[config.mk]
export PLATFORM = sky130hd
export DESIGN_NAME = serial_pattern_tx
export DESIGN_NICKNAME = d
export VERILOG_FILES = /design/src/rtl/serial_pkg.sv /design/src/rtl/serial_pattern_tx.sv
export SDC_FILE = /design/constraint.sdc
export NUM_CORES = 1
export LEC_CHECK = 0
export ABC_CLOCK_PERIOD_IN_PS = 2400
export CAP_MARGIN = 25
export CORE_UTILIZATION = 35
export DETAILED_ROUTE_END_ITERATION = 7
export GPL_ROUTABILITY_DRIVEN = 0
export GPL_TIMING_DRIVEN = 0
export PLACE_DENSITY = 0.65
export SLEW_MARGIN = 20
export SYNTH_ARGS = -nofsm -noshare
export SYNTH_HDL_FRONTEND = slang
export SYNTH_SLANG_ARGS = --single-unit
[constraint.sdc]
create_clock -name clk -period 2.4 [get_ports clk]
set_input_delay 0.36 -clock clk [delete_from_list [all_inputs] [get_ports clk]]
set_output_delay 0.36 -clock clk [all_outputs]
set_load 0.005 [all_outputs]
[src/rtl/serial_pkg.sv]
// Shared types for the serial pattern transmit/detect datapath.
package serial_pkg;

  // Transmitter FSM states. The ST_ prefix keeps the literals from colliding
  // with the GAP parameter of the transmitter.
  typedef enum logic [1:0] {
    ST_IDLE  = 2'd0,
    ST_SHIFT = 2'd1,
    ST_GAP   = 2'd2
  } tx_state_t;

endpackage : serial_pkg

[src/rtl/serial_pattern_tx.sv]
// Parallel-to-serial transmitter: accepts WIDTH-bit words over valid/ready and
// shifts them out one bit per clock with a qualifying valid, optionally
// followed by GAP idle cycles per word.
module serial_pattern_tx
  import serial_pkg::*;
#(
  parameter int WIDTH     = 8,
  parameter int GAP       = 0,
  parameter int MSB_FIRST = 1,
  parameter int CNT_W     = 16
) (
  input  logic             clk,
  input  logic             rst,
  input  logic [WIDTH-1:0] din,
  input  logic             din_valid,
  output logic             din_ready,
  output logic             out,
  output logic             out_valid,
  output logic             busy,
  output logic             word_done,
  output logic [CNT_W-1:0] word_cnt
);

  localparam int IDX_W = $clog2(WIDTH);
  localparam int GAP_W = (GAP > 0) ? $clog2(GAP + 1) : 1;

  localparam logic [IDX_W-1:0] LAST_IDX   = IDX_W'(WIDTH - 1);
  localparam logic [IDX_W-1:0] PENULT_IDX = IDX_W'(WIDTH - 2);
  localparam logic [GAP_W-1:0] GAP_LAST   = GAP_W'((GAP > 0) ? GAP - 1 : 0);

  tx_state_t        r_state;
  logic [WIDTH-1:0] r_shift;
  logic [IDX_W-1:0] r_bit_idx;
  logic [GAP_W-1:0] r_gap_cnt;
  logic             r_out;
  logic             r_out_valid;
  logic             r_word_done;
  logic [CNT_W-1:0] r_word_cnt;

  logic             w_last_bit;
  logic             w_ready;
  logic             w_handshake;
  logic             w_load_bit;
  logic [WIDTH-1:0] w_load_shift;
  logic             w_cur_bit;
  logic [WIDTH-1:0] w_next_shift;

  // r_bit_idx tracks the bit currently on out, so the last bit is visible
  // while the next word may already be handed over (back-to-back, GAP=0).
  assign w_last_bit  = (r_state == ST_SHIFT) && (r_bit_idx == LAST_IDX);
  assign w_ready     = !rst && ((r_state == ST_IDLE) || (w_last_bit && (GAP == 0)));
  assign w_handshake = din_valid && w_ready;

  // The first bit leaves straight from din; the shift register holds the
  // remaining bits, already advanced by one position.
  assign w_load_bit   = (MSB_FIRST != 0) ? din[WIDTH-1] : din[0];
  assign w_load_shift = (MSB_FIRST != 0) ? {din[WIDTH-2:0], 1'b0}
                                         : {1'b0, din[WIDTH-1:1]};
  assign w_cur_bit    = (MSB_FIRST != 0) ? r_shift[WIDTH-1] : r_shift[0];
  assign w_next_shift = (MSB_FIRST != 0) ? {r_shift[WIDTH-2:0], 1'b0}
                                         : {1'b0, r_shift[WIDTH-1:1]};

  // FSM, shift register, bit/gap counters and registered outputs.
  // NOTE: non-blocking assignments throughout, so every register in this
  // block samples pre-edge values regardless of statement order.
  always_ff @(posedge clk) begin
    if (rst) begin
      r_state     <= ST_IDLE;
      r_shift     <= '0;
      r_bit_idx   <= '0;
      r_gap_cnt   <= '0;
      r_out       <= 1'b0;
      r_out_valid <= 1'b0;
      r_word_done <= 1'b0;
      r_word_cnt  <= '0;
    end else begin
      r_word_done <= 1'b0;
      case (r_state)
        ST_IDLE: begin
          if (w_handshake) begin
            r_state     <= ST_SHIFT;
            r_shift     <= w_load_shift;
            r_bit_idx   <= '0;
            r_out       <= w_load_bit;
            r_out_valid <= 1'b1;
          end else begin
            r_out       <= 1'b0;
            r_out_valid <= 1'b0;
          end
        end
        ST_SHIFT: begin
          if (w_last_bit) begin
            if (w_handshake) begin
              // Back-to-back word: no bubble between last and first bit.
              r_shift     <= w_load_shift;
              r_bit_idx   <= '0;
              r_out       <= w_load_bit;
              r_out_valid <= 1'b1;
            end else begin
              r_state     <= (GAP > 0) ? ST_GAP : ST_IDLE;
              r_gap_cnt   <= '0;
              r_out       <= 1'b0;
              r_out_valid <= 1'b0;
            end
          end else begin
            r_shift     <= w_next_shift;
            r_bit_idx   <= r_bit_idx + 1'b1;
            r_out       <= w_cur_bit;
            r_out_valid <= 1'b1;
            if (r_bit_idx == PENULT_IDX) begin
              // The bit being launched now is the word's last one.
              r_word_done <= 1'b1;
              r_word_cnt  <= r_word_cnt + 1'b1;
            end
          end
        end
        ST_GAP: begin
          r_out       <= 1'b0;
          r_out_valid <= 1'b0;
          if (r_gap_cnt == GAP_LAST) begin
            r_state <= ST_IDLE;
          end else begin
            r_gap_cnt <= r_gap_cnt + 1'b1;
          end
        end
        default: begin
          r_state     <= ST_IDLE;
          r_out       <= 1'b0;
          r_out_valid <= 1'b0;
        end
      endcase
    end
  end

  assign din_ready = w_ready;
  assign out       = r_out;
  assign out_valid = r_out_valid;
  assign busy      = (r_state != ST_IDLE);
  assign word_done = r_word_done;
  assign word_cnt  = r_word_cnt;

endmodule : serial_pattern_tx

==> impl_metrics.csv, run 1 <==
group,metric,value,unit
cts,clk_latency,0.27,ns
yosys,synth_area_per_cell,9.363,µm²
die,die-area,0.004243,mm²
die,die_w,65.14,µm
power_and_ir_drop,power_density,536.7,mW/mm²
hold_path,hold-path-cell-count,2,
critical_path,critPathTopFamily,"buffers and inverters",
hold_path,holdPathEnd,"out",
timing,tns,0,ns
global_routing,grt_use_met1,14.99,%
cts,cts_buffers,5,
critical_path,worst-path-max-fanout,4,
global_routing,use_met3,5.903,%
cts,cts-resized-gates,0,
place,io_buffers,30,
critical_path,crit_arrival,1.85,ns
global_routing,grt_pass1_wl,4781,µm
layout,finalCoreUtilization,48.83,%
global_routing,grt_overflow,0,
critical_path,cp_cell_sequence,"ha_1 > ha_1 > nor2b_1 > nor2_1 > clkdlybuf4s50_1",
critical_path,max_stage_delay,0.45,ns
yosys,yosys_warnings,0,
route,drt-total-wl,2913,µm
power_and_ir_drop,vdd_ir_drop_max,0.2496,mV
global_routing,grt_util_met2,28.39,%
die,rows,22,
yosys,netlist_instances,149,
route,drc,0,
die,initial_core_util,37.27,%
yosys,synth_top_area_share,44.48,%
timing,hold_ws,0.4604,ns
cts,cts_post_setup_buffers_inserted,0,
timing,final_hold_viol_count,0,
yosys,yosysSeqAreaShare,44.48,%
yosys,ys_ff_latch,31,
layout,fillCellCount,362,
timing,rsz0062_at_grt,"false",
cts,cts.sinks,31,
cts,cts_root_buf,"clkbuf_8",
timing,max_slew_margin,58.54,%
cts,clockBufferDepth,2,
layout,final_nets,201,
timing,tightest_slew,0.6220,ns
critical_path,path_class,"flop to output port",
layout,drive_gt1_share,7.568,%
yosys,ys_types,31,
outcome,status,"finished clean",
critical_path,crit_top_cell,"ha_1",
layout,num_antenna_cells,0,
timing,clock.fmax,0.4532,GHz
die,fp.coreArea,0.003744,mm²
timing,slew_violations,0,
route,vias_per_cell,4.957,
yosys,yosysTopAreaCell,"dfxtp_1",
hold_path,hp-start,"r_shift[7]",
route,antenna_left,0,
cts,clkTransAtPathRegs,0.06,ns
critical_path,r2r_cells,6,
power_and_ir_drop,finalPower,981.1,µW
critical_path,cpMaxStageDelayCell,"clkdlybuf4s50_1",
critical_path,r2r-start,"r_bit_idx[0]",
layout,area_delta_synth_final,31.03,%
yosys,syn-num-nets,164,
timing,setup_viol,0,
route,drt_iter0_markers,48,
route,wl_per_cell,12.50,µm
critical_path,start_kind,"flop",
global_routing,grt_antenna_before_repair,0,
cts,h-tree-depth,2,
global_routing,grt_max_degree,11,
timing,finalCritPeriodShare,91.94,%
critical_path,worstReg2RegEnd,"word_cnt[15]",
die,ios,32,
die,die-height,65.14,µm
yosys,synthTopCellsByArea,"dfxtp_1 44%, nor2_1 7.5%, mux2i_1 5.0%",
global_routing,top_usage_layer,"met2",
flow_run,maxCapViolations,0,
critical_path,endpoint_kind,"output port",
route,via_count,1155,
critical_path,rrSetupSlack,0.41,ns
cts,cts_tree,"done",
power_and_ir_drop,p_leak,0.0007404,µW
critical_path,required,2.04,ns
global_routing,grt_pass1_vias,1079,
route,first_pass_iters,4,
global_routing,grt_usage,15.08,%
timing,fin_crit,2.207,ns
critical_path,worstPathBufferInverterCount,1,
timing,skew,0.003210,ns
cts,cts_hold_buf,0,
hold_path,hp-class,"flop to flop",
place,hpwl,2105,µm
yosys,syn-cell-area,0.001395,mm²
worst reg2reg max path: cells and delay by family, from the launching register on:
family / cells / cell delay (ns)
adder cells (fa/ha/maj): 2 / 0.42
flip-flops: 1 / 0.34
multiplexers: 1 / 0.32
AND/OR/NAND/NOR: 3 / 0.81
worst max-delay path by stage:
stage,cells after the start,end,slack (ns),start
final,5,din_ready,0.19,r_bit_idx[0]
after global routing,5,din_ready,0.10,r_bit_idx[0]
after detailed placement,6,word_cnt[15],0.40,r_bit_idx[0]
after CTS,5,din_ready,0.17,r_bit_idx[0]
after floorplan,6,word_cnt[15],0.54,r_bit_idx[0]
after global placement,6,word_cnt[15],0.44,r_bit_idx[0]
cells in the final DEF (no fill, tap or decap), types with 2 or more instances in the layout:
cell type | netlist | final
nand2_1 | 8 | 8
inv_1 | 5 | 5
nand3_1 | 5 | 5
nor4_4 | 2 | 2
xor2_1 | 3 | 3
mux2i_1 | 7 | 7
nor2b_1 | 2 | 2
xnor2_1 | 8 | 8
nor4_1 | 2 | 2
nor2_1 | 28 | 28
dfxtp_1 | 31 | 31
nand4_1 | 4 | 4
ha_1 | 4 | 4
clkdlybuf4s50_1 | 0 | 30
clkbuf_1 | 5 | 6
nor3_1 | 3 | 3
a21oi_1 | 7 | 7
a211oi_1 | 7 | 7
clkbuf_8 | 0 | 5
a31o_2 | 2 | 2
and3_1 | 4 | 4
stage by stage:
stage	std cells	setup slack, ns	instance area, µm²
3_5_place_dp	227	0.3971	1755
2_1_floorplan	149	0.5382	1395
4_1_cts	233	0.1670	1828
6_report	233	0.1934	1828
5_1_grt	233	0.1001	1828
3_3_place_gp	227	0.4374	1755
area by class of cell:
type                    instances  area [µm²]  area share [%]
multi-input cells             105       716.9           39.22
plain buffers                   8       38.79           2.122
repair buffers                 30       300.3           16.43
clock buffers                   6       72.57           3.970
inverters                       5       18.77           1.027
flip-flops and latches         31       620.6           33.95
well taps                      48       60.06           3.285
where the power goes:
group	switching [µW]	internal, µW	leakage, µW	total, µW
sequential	9.52	530	0.000252	540
combinational	38.7	39.7	0.000451	78.4
clock	171	193	0.0000371	363
total	219	762	0.000740	981
sequential cells by signal (all words and copies together) (netlist names):
signal	count
word_cnt	16
r_shift	8
r_bit_idx	3
out	1
out_valid	1
r_state	1
word_done	1
logic make-up after synthesis:
logic type | after synthesis | synth area share (%)
multiplexers | 8 | 5.830
adder cells (fa/ha/maj) | 4 | 3.588
flip-flops | 31 | 44.48
XOR/XNOR | 11 | 6.906
AND/OR/NAND/NOR | 64 | 26.73
AO/OA/AOI/OAI | 18 | 8.341
buffers and inverters | 13 | 4.125
synthesized netlist by cell type, drive strengths merged:
cell / instances
xnor2: 8
nand2: 8
dfxtp: 31
nand4: 6
mux2i: 7
nor4: 4
ha: 4
nor3: 3
nand2b: 1
mux2: 1
and3: 4
inv: 5
xor2: 3
a31oi: 1
a21oi: 7
buf: 3
nor2b: 2
or3: 1
nand4b: 1
nor2: 28
a31o: 2
a211oi: 7
o21ai: 1
and4b: 1
nand3: 5
clkbuf: 5
layer usage:
layer | up-vias | share of wire, %
li1 | 590 | -
met5 | - | 0
met3 | 6 | 5.0
met4 | 0 | 1.2
met2 | 22 | 53
met1 | 537 | 40
Note: power is estimated with default switching activity, not from simulation.
==> inputs of run 2 (changes only) <==
- CORE_UTILIZATION: 35 -> 40
- PLACE_DENSITY: 0.65 -> 0.72
==> run 2 against run 1 <==
Sequential share of layout area up 0.59 points. Wire length fell by 4.9%. Critical path depth unchanged. Sequential power is essentially flat. Count of clock-buffer cells in the layout is the same. Die area fell by 12%. Critical path type unchanged. Largest power group unchanged.
==> impl_metrics.csv, run 2 (same netlist as run 1, synthesis figures left out) <==
group,metric,value,unit
cts,cts_hold_buf,0,
critical_path,path_class,"flop to output port",
place,io_buffers,30,
timing,skew,0.01148,ns
global_routing,grt_max_degree,11,
global_routing,grt_pass1_vias,1103,
timing,rsz0062_at_grt,"false",
die,die-area,0.003728,mm²
place,hpwl,2084,µm
critical_path,max_stage_delay,0.53,ns
cts,h-tree-depth,2,
layout,mostFrequentLayoutCells,"31 x dfxtp_1, 30 x clkdlybuf4s50_1, 28 x nor2_1",
global_routing,grt_overflow,0,
cts,cts.sinks,31,
power_and_ir_drop,vdd_ir_drop_max,0.2512,mV
layout,design_area,0.001797,mm²
layout,final_common_cell,"dfxtp_1",
route,vias_per_cell,5.069,
cts,cts_post_setup_buffers_inserted,0,
layout,num_antenna_cells,0,
critical_path,endpoint_kind,"output port",
layout,drive_gt1_share,8.108,%
global_routing,grt_usage,17.48,%
timing,tns,0,ns
outcome,status,"finished clean",
die,ios,32,
cts,clkTransAtPathRegs,0.09,ns
route,antenna_left,0,
layout,area_delta_synth_final,28.79,%
timing,slew_violations,0,
die,die-height,61.06,µm
critical_path,crit_arrival,1.84,ns
cts,cts-resized-gates,0,
die,fp.coreArea,0.003337,mm²
layout,final_nets,201,
die,rows,21,
cts,clk_latency,0.32,ns
route,first_pass_iters,4,
critical_path,critPathTopFamily,"buffers and inverters",
timing,tightest_slew,0.6106,ns
timing,finalCritPeriodShare,91.53,%
timing,final_hold_viol_count,0,
die,die_w,61.06,µm
timing,setup_viol,0,
timing,max_slew_margin,59.30,%
hold_path,hp-class,"flop to flop",
route,wl_per_cell,11.99,µm
timing,clock.fmax,0.4552,GHz
critical_path,crit_top_cell,"ha_1",
layout,finalCoreUtilization,53.84,%
cts,cts_tree,"done",
flow_run,maxCapViolations,0,
cts,clockBufferDepth,2,
cts,cts_buffers,5,
critical_path,worstPathBufferInverterCount,1,
route,drt_iter0_markers,36,
place,placed_area,0.001753,mm²
global_routing,grt_pass1_wl,4678,µm
power_and_ir_drop,power_density,488.1,mW/mm²
route,via_count,1171,
critical_path,worst-path-max-fanout,4,
critical_path,rrSetupSlack,0.43,ns
timing,fin_crit,2.197,ns
critical_path,required,2.04,ns
die,initial_core_util,41.81,%
route,drc,0,
power_and_ir_drop,finalPower,877.0,µW
critical_path,start_kind,"flop",
power_and_ir_drop,p_leak,0.0007282,µW
critical_path,cpMaxStageDelayCell,"clkdlybuf4s50_1",
cts,cts_root_buf,"clkbuf_4",
critical_path,cp_cell_sequence,"ha_1 > ha_1 > nor2b_2 > nor2_1 > clkdlybuf4s50_1",
route,drt-total-wl,2769,µm
global_routing,grt_antenna_before_repair,0,
layout,largest_register_ffs,16,
## run 2: cell counts in the layout (fill, tap and decap cells not counted)
Identical to the previous run, type by type.
## run 2: final cells by class
type	instances	area (µm²)
fillers	335	1540
multi-input cells	105	719.4
flip-flops and latches	31	620.6
repair buffers	30	300.3
well taps	46	57.56
clock buffers	6	41.29
plain buffers	8	38.79
inverters	5	18.77
## run 2: path summary, 6_finish.rpt
check	endpoint	cells past startpoint	from
worst max-delay path	din_ready	5	r_bit_idx[1]
worst min-delay path	out	2	r_shift[7]
worst max register to register	word_cnt[15]	6	r_bit_idx[0]
worst min register to register	out	2	r_shift[7]
## run 2: worst reg2reg max path, cell delays in order, from the launching register on
cell and delay (ns):
dfxtp_1 0.34, ha_1 0.20, ha_1 0.22, nand4b_4 0.21, nor4_4 0.37, and3_1 0.22, mux2_1 0.31
## run 2: routing by layer
layer  global-route usage [%]  wire length (µm)  vias up  share of wire, %
met4                    7.792                40        0               1.4
met2                    31.68              1402       25                51
met1                    17.97              1205      551                44
met5                        0                 0        -                 0
li1                         -                 -      590                 -
met3                    6.303               121        5               4.4
## run 2: metrics by stage
stage / cells / hold WS (ns) / setup slack [ns]
6_report: 231 / 0.4549 / 0.2033
5_1_grt: 231 / 0.4810 / 0.09626
4_1_cts: 231 / 0.4601 / 0.1005
3_5_place_dp: 225 / 0.4474 / 0.4163
3_3_place_gp: 225 / 0.4439 / 0.4426
2_1_floorplan: 149 / 0.4313 / 0.5382
## run 2: power by group
group	total (µW)	internal (µW)	switching, µW
sequential	538	529	9.02
combinational	78.3	39.9	38.4
clock	261	104	157
total	877	673	204
==> inputs of run 3 (changes only) <==
- SLEW_MARGIN: 20 -> 30
==> results of run 3 <==
The final DEF is identical to that of run 2; final timing and power are the same.
